==> src/rtl/gpio_in_fifo_pkg.sv <==
// Shared definitions for the buffered GPIO input block: read FSM encoding and status layout.
// Status register packs per-channel nonempty flags in the low byte and sticky overflow flags in the high byte.
package gpio_in_fifo_pkg;

  typedef enum logic [1:0] {
    ST_IDLE = 2'd0,
    ST_WAIT = 2'd1,
    ST_ACK  = 2'd2
  } state_t;

  localparam int STAT_NE_LSB  = 0;
  localparam int STAT_OVF_LSB = 8;

endpackage

==> src/rtl/gpio_in_fifo_chan.sv <==
// One input channel FIFO; push lands next edge, head is combinational and bypasses din when empty.
// No backpressure: a push into a full FIFO with no same-cycle pop is dropped and flagged by ovf_pulse.
module gpio_in_fifo_chan #(
  parameter int width = 16,
  parameter int depth = 4
) (
  input  logic             clk,
  input  logic             reset,
  input  logic             push,
  input  logic             pop,
  input  logic             flush,
  input  logic [width-1:0] din,
  output logic [width-1:0] head,
  output logic             empty,
  output logic             full,
  output logic             ovf_pulse
);

  localparam int PW = $clog2(depth);

  logic [width-1:0] mem_q [depth];
  logic [width-1:0] mem_d [depth];
  logic [PW-1:0]    wptr_q, wptr_d, rptr_q, rptr_d;
  logic [PW:0]      count_q, count_d;
  logic             wr_en, rd_en;

  assign empty = (count_q == '0);
  assign full  = (count_q == (PW+1)'(depth));
  // An empty FIFO presents the incoming word so a waiting read can take it in the push cycle.
  assign head  = empty ? din : mem_q[rptr_q];

  always_comb begin
    mem_d     = mem_q;
    wptr_d    = wptr_q;
    rptr_d    = rptr_q;
    count_d   = count_q;
    wr_en     = 1'b0;
    rd_en     = 1'b0;
    ovf_pulse = 1'b0;
    if (flush) begin
      wptr_d  = '0;
      rptr_d  = '0;
      count_d = '0;
    end else begin
      rd_en     = pop && (!empty || push);
      wr_en     = push && (!full || rd_en);
      ovf_pulse = push && !wr_en;
      if (wr_en) begin
        mem_d[wptr_q] = din;
        wptr_d        = wptr_q + PW'(1);
      end
      if (rd_en) rptr_d = rptr_q + PW'(1);
      if (wr_en && !rd_en) count_d = count_q + (PW+1)'(1);
      else if (!wr_en && rd_en) count_d = count_q - (PW+1)'(1);
    end
  end

  always_ff @(posedge clk or negedge reset) begin
    if (!reset) begin
      for (int i = 0; i < depth; i++) mem_q[i] <= '0;
      wptr_q  <= '0;
      rptr_q  <= '0;
      count_q <= '0;
    end else begin
      mem_q   <= mem_d;
      wptr_q  <= wptr_d;
      rptr_q  <= rptr_d;
      count_q <= count_d;
    end
  end

endmodule

==> src/rtl/gpio_in_fifo.sv <==
// Multi-channel FIFO-buffered GPIO input on the CPU bus; reads complete 1 cycle after acceptance or after data arrives.
// Reads of an empty channel stall in WAIT indefinitely; writes flush a channel and always acknowledge next cycle.
module gpio_in_fifo
  import gpio_in_fifo_pkg::*;
#(
  parameter int size_addr = 3,
  parameter int size      = 4,
  parameter int width     = 16,
  parameter int depth     = 4
) (
  input  logic                    clk,
  input  logic                    reset,
  input  logic                    read,
  input  logic                    write,
  input  logic [size_addr-1:0]    address,
  input  logic [15:0]             data_in,
  output logic [15:0]             data_out,
  output logic                    ready_r,
  output logic                    ready_w,
  input  logic [size-1:0]         port_write,
  input  logic [size*width-1:0]   port_in,
  output logic [size-1:0]         port_full
);

  state_t                 state_q, state_d;
  logic [size_addr-1:0]   addr_q, addr_d, sel_addr;
  logic [15:0]            data_out_q, data_out_d, status_w;
  logic                   ready_w_q, ready_w_d;
  logic [size-1:0]        ovf_q, ovf_d;
  logic [size-1:0]        empty, ovf_pulse, flush, pop, avail, sel_hot;
  logic [width-1:0]       head [size];
  logic [width-1:0]       sel_head;
  logic                   sel_avail, is_chan, is_status, clr_ovf;
  logic                   unused_data_in;

  assign unused_data_in = ^data_in;

  for (genvar g = 0; g < size; g++) begin : g_chan
    assign flush[g] = write && (address == size_addr'(g));
    // A flush discards any same-cycle push, so it also hides that push from a waiting read.
    assign avail[g] = !flush[g] && (!empty[g] || port_write[g]);

    gpio_in_fifo_chan #(.width(width), .depth(depth)) u_chan (
      .clk       (clk),
      .reset     (reset),
      .push      (port_write[g]),
      .pop       (pop[g]),
      .flush     (flush[g]),
      .din       (port_in[g*width +: width]),
      .head      (head[g]),
      .empty     (empty[g]),
      .full      (port_full[g]),
      .ovf_pulse (ovf_pulse[g])
    );
  end

  always_comb begin
    sel_addr = (state_q == ST_IDLE) ? address : addr_q;
    sel_hot  = '0;
    sel_head = '0;
    status_w = '0;
    for (int i = 0; i < size; i++) begin
      sel_hot[i] = (sel_addr == size_addr'(i));
      if (sel_hot[i]) sel_head = head[i];
      status_w[STAT_NE_LSB + i]  = !empty[i];
      status_w[STAT_OVF_LSB + i] = ovf_q[i];
    end
    is_chan   = |sel_hot;
    sel_avail = |(sel_hot & avail);
    is_status = (sel_addr == size_addr'(size));
  end

  always_ff @(posedge clk or negedge reset) begin
    if (!reset) begin
      state_q    <= ST_IDLE;
      addr_q     <= '0;
      data_out_q <= '0;
      ready_w_q  <= 1'b0;
      ovf_q      <= '0;
    end else begin
      state_q    <= state_d;
      addr_q     <= addr_d;
      data_out_q <= data_out_d;
      ready_w_q  <= ready_w_d;
      ovf_q      <= ovf_d;
    end
  end

  always_comb begin
    state_d    = state_q;
    addr_d     = addr_q;
    data_out_d = data_out_q;
    pop        = '0;
    clr_ovf    = 1'b0;
    case (state_q)
      ST_IDLE: begin
        if (read && !write) begin
          addr_d  = address;
          state_d = ST_ACK;
          if (is_chan) begin
            if (sel_avail) begin
              pop        = sel_hot;
              data_out_d = 16'(sel_head);
            end else begin
              state_d = ST_WAIT;
            end
          end else if (is_status) begin
            data_out_d = status_w;
            clr_ovf    = 1'b1;
          end else begin
            data_out_d = '0;
          end
        end
      end
      ST_WAIT: begin
        if (sel_avail) begin
          state_d    = ST_ACK;
          pop        = sel_hot;
          data_out_d = 16'(sel_head);
        end
      end
      ST_ACK:  state_d = ST_IDLE;
      default: state_d = ST_IDLE;
    endcase
  end

  // A new overflow on the clearing edge survives so it is not lost.
  always_comb begin
    ready_w_d = write;
    ovf_d     = ((clr_ovf ? '0 : ovf_q) & ~flush) | ovf_pulse;
  end

  always_comb begin
    ready_r  = (state_q == ST_ACK);
    ready_w  = ready_w_q;
    data_out = data_out_q;
  end

endmodule

==> config.mk <==
export PLATFORM = sky130hd
export DESIGN_NAME = gpio_in_fifo
export DESIGN_NICKNAME = d
export VERILOG_FILES = /design/src/rtl/gpio_in_fifo_pkg.sv /design/src/rtl/gpio_in_fifo_chan.sv /design/src/rtl/gpio_in_fifo.sv
export SDC_FILE = /design/constraint.sdc
export NUM_CORES = 1
export LEC_CHECK = 0
export CAP_MARGIN = 10
export CORE_ASPECT_RATIO = 2
export CORE_MARGIN = 5
export CORE_UTILIZATION = 64
export DETAILED_ROUTE_END_ITERATION = 10
export DONT_BUFFER_PORTS = 1
export PLACE_DENSITY = 0.77
export SLEW_MARGIN = 20
export SYNTH_ARGS = -nofsm -noshare
export SYNTH_HDL_FRONTEND = slang
export SYNTH_HIERARCHICAL = 1
export SYNTH_SLANG_ARGS = --single-unit
==> constraint.sdc <==
create_clock -name clk -period 4.9 [get_ports clk]
set_input_delay 0.98 -clock clk [delete_from_list [all_inputs] [get_ports clk]]
set_output_delay 0.98 -clock clk [all_outputs]
set_load 0.01 [all_outputs]
==> metrics.txt, run 1 <==
cts repair resizes=0; Synth Flop Type=dfrtp_1; Achievable Freq=272 MHz; total CTS buffers=28; via count=9207; Post-synth ARST share=100%; syn_nets=1216; status=finished clean; Setup Skew=0.0142 ns; CTS H-Tree Depth=1; remaining global-route overflow=0; Clk pwr share=between 15 and 20%; warnings from Yosys=6; worst skew pair latency=~0.55 ns; Setup Fix Bufs, Post-CTS=0; FF+latch count, synth=310; switch share=approximately a third; routing usage on met3=a little under 6%; die height=roughly 240 um; P_leak=about 7.4 nW; VDD IR-drop max=~0.40 mV; Slew Viols, Final=0; minimum clock period=3.68 ns; unrepaired setup endpoints after global routing=false; worst slack, placed=roughly 0.8 ns; WS Path Type=flop to flop; Post-Synthesis Cells=1105; mapped cell area=~0.017 mm^2; PortBufs=0; largest net degree at the start of global routing=~310; DR DRC count=0; internal power=8.43 mW; gr busiest metal=met2; estimated wirelength of the detail-placed design=around 25000 um; routed vias/inst=approximately 6.4; WP data required=5.33 ns; Synth area leader=dfrtp_1; worst slew pin tran=0.916 ns; Seq/Total Area, Yosys=between 40 and 50%; GRT Overall Usage=roughly 25%; layout cells sized above 1=46.9%; Synth Area per Inst=roughly 15 um^2; Setup TNS=0 ns; num rows=83; Post-DRT Antenna Nets=0; routed wire length=36700 um; die area=just under 0.03 mm^2; global-route wire length before repair=approximately 58000 um; hold buffers post-CTS=0; RD Place Congestion=between 0.8 and 0.9; design area=0.0177 mm^2; cell with the most instances after synthesis=dfrtp_1; diode count=0; Pre-antenna DRT Iters=8; Min Hold Slack=0.125 ns; critical-path maximum fanout=16; crit path launch type=flop; NetSw=4.13 mW; Reg power frac=about two fifths; initial antenna violation count=0; P&R area growth vs syn=6.25%; num ports=about 110; Clock Tree Buf Depth=3; CP endpoint kind=flop; Wirelength per Cell=25.4 um; Final WS setup=~1.2 ns; Placed Instance Area=~0.017 mm^2; width of the die=124 um; HP Class=input pin to asynchronous set/reset pin; distinct cell type count after synthesis=65; max_cap viols=0; largest cells by area after synthesis=dfrtp_1 (47%), mux2_4 (14%), mux2_2 (12%); power per cell area=about 700 mW/mm^2; Arr. time, crit path=4.11 ns; Clock Sinks=310; Final Hold Viols=0; met2 Usage GRT=around 43%; Slew headroom=approximately two fifths; vias in the first global route=roughly 10000; Comb power frac=between 40% and 50%; met1 usage=between 30 and 40%; fin crit share=~75%; Pwr Total=around 13 mW; CORE AREA=0.0257 mm^2; Post-synth EDFFs=0; most frequent cells after synthesis=dfrtp_1 (310), mux2_2 (178), mux2_4 (160); CTS tree=done; CTS Root Cell=clkbuf_16; 1st-iter DRT viols=~700; top cell type's share of synthesized area=46.6%; Reg clk slew, reported paths=about 0.07 ns; Finish-stage setup viols=0; Layout Nets=1198; starting density of the core=64.8%
## layer usage
metal / vias to the layer above / routed length, um
met5: - / 0
met4: 0 / 1730
met3: 76 / 2480
met2: 264 / 19000
met1: 4810 / 13500
li1: 4057 / -
## state kept, by name, indices dropped and copies added, names as in the netlist
register and count:
ready_w 1, ovf_q 4, g_chan.u_chan/count_q 12, data_out 16
g_chan.u_chan/rptr_q 8, state_q 2, addr_q 3, g_chan.u_chan/mem_q 256
g_chan.u_chan/wptr_q 8
## cells by family (layout without fill, tap and decap cells)
group	count (synthesis)	count (layout)	share of synthesized area (%)
DFF	310	310	46.6
muxes	406	406	35.4
AOI/OAI and AO/OA	96	96	4.81
and+or+nand+nor	139	139	5.59
xor gates and xnor gates	12	12	0.632
buffers and inverters	122	125	5.23
adders and majority gates	20	20	1.69
## cell usage in the layout (no fill, tap or decap), types with 5 or more instances in the layout
cell type / synthesis / routed
a222oi_1: 8 / 8
mux2_4: 160 / 160
clkbuf_1: 21 / 7
nand2b_1: 17 / 17
a22oi_1: 9 / 9
clkbuf_8: 0 / 6
o21ai_0: 12 / 12
buf_4: 19 / 30
and3_1: 6 / 6
or3_1: 12 / 12
clkbuf_16: 0 / 29
ha_1: 16 / 16
xor2_1: 8 / 8
o221ai_1: 7 / 7
nand2_1: 12 / 12
o211ai_1: 5 / 5
inv_1: 44 / 44
nor2_1: 26 / 26
dfrtp_1: 310 / 309
mux4_2: 64 / 64
nor4bb_4: 0 / 12
clkinv_2: 0 / 5
nand3_1: 7 / 7
and2_1: 9 / 9
mux2_2: 178 / 178
a21oi_1: 10 / 10
o221ai_2: 9 / 9
## critical path, cell delays in order, from the launching register on
cell,delay (ns)
dfrtp_1,0.48
or3b_4,0.48
a221oi_2,0.57
o211a_1,0.25
a21oi_2,0.08
nor2b_1,0.49
or4b_1,0.33
and3_1,0.19
buf_4,0.31
mux2_2,0.38
## layout make-up
class / instances / area (um^2)
Multi-Input combinational cell: 673 / 8180
Fill cell: 1786 / 7980
Sequential cell: 310 / 7760
Clock buffer: 42 / 835
Tap cell: 340 / 425
Timing Repair Buffer: 30 / 225
Inverter: 44 / 165
Clock inverter: 9 / 77.6
## power by group through the flow
stage	Sequential [mW]	Combinational [mW]	Clock (mW)
floorplan	4.38	4.73	0
finish	4.81	5.56	2.18
CTS	4.82	5.58	2.24
global placement	4.76	5.40	0
global route	4.99	5.87	2.32
detailed placement	4.84	5.55	0
## final timing paths
kind / end / startpoint / cells past startpoint / slack [ns]
max reg2reg: g_chan[0].u_chan/mem_q[47] / state_q[0] / 9 / 1.22
max in group asynchronous: g_chan[3].u_chan/rptr_q[0] / reset / 0 / 4.20
min reg2reg: g_chan[1].u_chan/mem_q[16] / g_chan[1].u_chan/mem_q[16] / 1 / 0.50
min: g_chan[1].u_chan/mem_q[60] / reset / 0 / 0.13
min in group clk: ready_w / write / 0 / 0.46
max: g_chan[0].u_chan/mem_q[47] / state_q[0] / 9 / 1.22
## metrics by stage
stage,instances,utilization [%]
floorplan,1105,-
global placement,1397,65.3
detailed placement,1397,65.3
CTS,1448,68.9
global route,1448,68.9
finish,1448,68.9
Power figures use the tool's default switching activity.
==> run 2, diff against run 1 <==
Settings changed: CORE_UTILIZATION 64 to 58, PLACE_DENSITY 0.77 to 0.73.
Clock period 4.9 ns to 3.22 ns, I/O delays scaled along.
==> metrics.txt, run 2 (synthesis gave the netlist of run 1 again) <==
P_leak=7.67 nW (+3.4%); num ports=113 (unchanged); R2R setup slack=0.07 ns (-1.15 ns); power per cell area=1080 mW/mm^2 (+52%); vias in the first global route=10641 (+6.5%); VDD IR-drop max=0.595 mV (+50%); WP data required=3.66 ns (-1.67 ns); diode count=0 (unchanged); Worst Path Buf+Inv=1 (unchanged); Pwr Total=19.8 mW (+57%); max_cap viols=0 (unchanged); WS Path Type=flop to flop; Setup crit start=state_q[0]; GRT Overall Usage=24.0% (-1.5 points); routed wire length=38000 um (+3.6%); Wirelength per Cell=25.4 um (+0.34%); RD Place Congestion=0.873 (+0.40%); Post-DRT Antenna Nets=0 (unchanged); Finish-stage setup viols=0 (unchanged); Clock Tree Buf Depth=3 (unchanged); Largest Register=g_chan.u_chan/mem_q; origin of the critical flop-to-flop path=state_q[0]; PortBufs=0 (unchanged); unrepaired setup endpoints after global routing=true; reg2reg end=g_chan[0].u_chan/mem_q[40]; Setup Skew=0.0146 ns (+0.000378 ns); die area=0.0324 mm^2 (+9.7%); largest net degree at the start of global routing=311 (unchanged); Slew headroom=38.1% (-0.87 points); remaining global-route overflow=0 (unchanged); worst slew pin tran=0.929 ns (+0.0131 ns); status=finished with violations; P&R area growth vs syn=9.67%; Slew Viols, Final=0 (unchanged); Levels on crit path=9 (unchanged); Placed Instance Area=0.0173 mm^2 (+3.2%); Arr. time, crit path=3.58 ns (-0.53 ns); crit-path cells=or3b_4, and4_4, o211a_1, a21oi_4, nor2b_2, or4b_1, and3_1, buf_12, mux2_4; Pre-antenna DRT Iters=5 (-3); routed vias/inst=6.33 (-0.52%); critical-path maximum fanout=16 (unchanged); fin cells=1495 (+3.2%); Final Hold Viols=310 (+310); violated checks=negative hold slack; fin crit share=97.7% (+23 points); worst slack, placed=-0.0978 ns (-0.900 ns); via count=9456 (+2.7%); Final WS setup=0.0737 ns (-1.15 ns); 1st-iter DRT viols=711 (+1.4%); Min Hold Slack=-0.216 ns (-0.341 ns); CP max stage delay=0.62 ns (+0.05 ns); initial antenna violation count=0 (unchanged); starting density of the core=58.8% (-6.1 points); CP endpoint kind=flop; num rows=87 (+4.8%); die height=249 um (+4.8%); cell family with most CP delay=simple AND/OR/NAND/NOR gates; DR DRC count=0 (unchanged); design area=0.0182 mm^2 (+3.2%); CTS tree=done; minimum clock period=3.15 ns (-0.530 ns); commonest non-fill, non-tap cell in the layout=dfrtp_1; worst skew pair latency=0.56 ns (about the same); CTS H-Tree Depth=1 (unchanged); Worst Reg2Reg Path Length in Cells=9 (unchanged); number of flip-flops in the largest register=256 (unchanged); Core Util, Final=64.4% (-4.4 points); CORE AREA=0.0283 mm^2 (+10%); Layout Nets=1234 (+3.0%); estimated wirelength of the detail-placed design=26100 um (+5.0%); Reg clk slew, reported paths=0.07 ns (about the same); HP Class=input pin to asynchronous set/reset pin; width of the die=130 um (+4.6%); total CTS buffers=29 (+3.6%); crit path launch type=flop; global-route wire length before repair=60500 um (+4.8%); Achievable Freq=318 MHz (+17%); Filler cells=2101 (+18%); layout cells sized above 1=49.3% (+2.4 points); CTS Root Cell=clkbuf_16; slowest CP cell=or4b_1; Inst Count DP=1448 (+3.7%); Clock Sinks=310 (unchanged); leading cell types in the layout, fill and taps excluded=dfrtp_1 (309), mux2_2 (178), mux2_4 (160), mux4_2 (64), buf_4 (48)
run 2: changes by cell type in the layout (fill, tap and decap cells not counted), sizes merged:
| cell | delta |
|---|---|
| bufinv | +2 |
| clkbuf | -1 |
| clkinv | -2 |
| buf | +35 |
| clkinvlp | -3 |
run 2: metrics by stage:
step                hold slack [ns]  TNS (ns)
CTS                          -0.231         0
finish                       -0.216         0
global placement              0.360     -3.84
detailed placement            0.361     -6.16
global route                 -0.235   -0.0183
floorplan                     0.348    -10.56
run 2: where the power goes:
part           internal [mW]  leakage [nW]  switching [mW]
combinational           5.50          3.49            3.65
sequential              5.84          3.72            1.31
clock                   2.00         0.456            1.46
total                   13.3          7.67            6.42
run 2: what timing repair did:
item	4_1_cts	5_1_grt
hold endpoints to repair	310	310
setup buffers	0	0
gates resized for setup	0	6
setup endpoints to repair	0	70
run 2: cell type report:
cell class / instances / area, um^2 / area share [%]
multi-input cells: 673 / 8260 / 45.3
clock inverters: 6 / 109 / 0.597
clock buffers: 41 / 821 / 4.50
flip-flops and latches: 310 / 7760 / 42.5
well taps: 356 / 445 / 2.44
repair buffers: 65 / 683 / 3.75
inverters: 44 / 165 / 0.906
run 2: worst register-to-register path, stage by stage (launching register included):
cell and delay, ns:
dfrtp_2 0.45, or3b_4 0.46, and4_4 0.19, o211a_1 0.26
a21oi_4 0.21, nor2b_2 0.10, or4b_1 0.62, and3_1 0.26
buf_12 0.17, mux2_4 0.31
run 2: routing by layer:
layer / track usage (%) / routed length [um]
met4: 10.0 / 1700
met5: 0 / 0
met2: 43.1 / 20500
met3: 4.43 / 2070
met1: 27.5 / 13800
run 2: worst max path at each step:
stage	to
after CTS	g_chan[3].u_chan/mem_q[47]
after global routing	g_chan[0].u_chan/count_q[2]
final	g_chan[0].u_chan/mem_q[40]
after floorplan	g_chan[1].u_chan/mem_q[37]
after detailed placement	g_chan[3].u_chan/mem_q[47]
after global placement	g_chan[2].u_chan/mem_q[48]
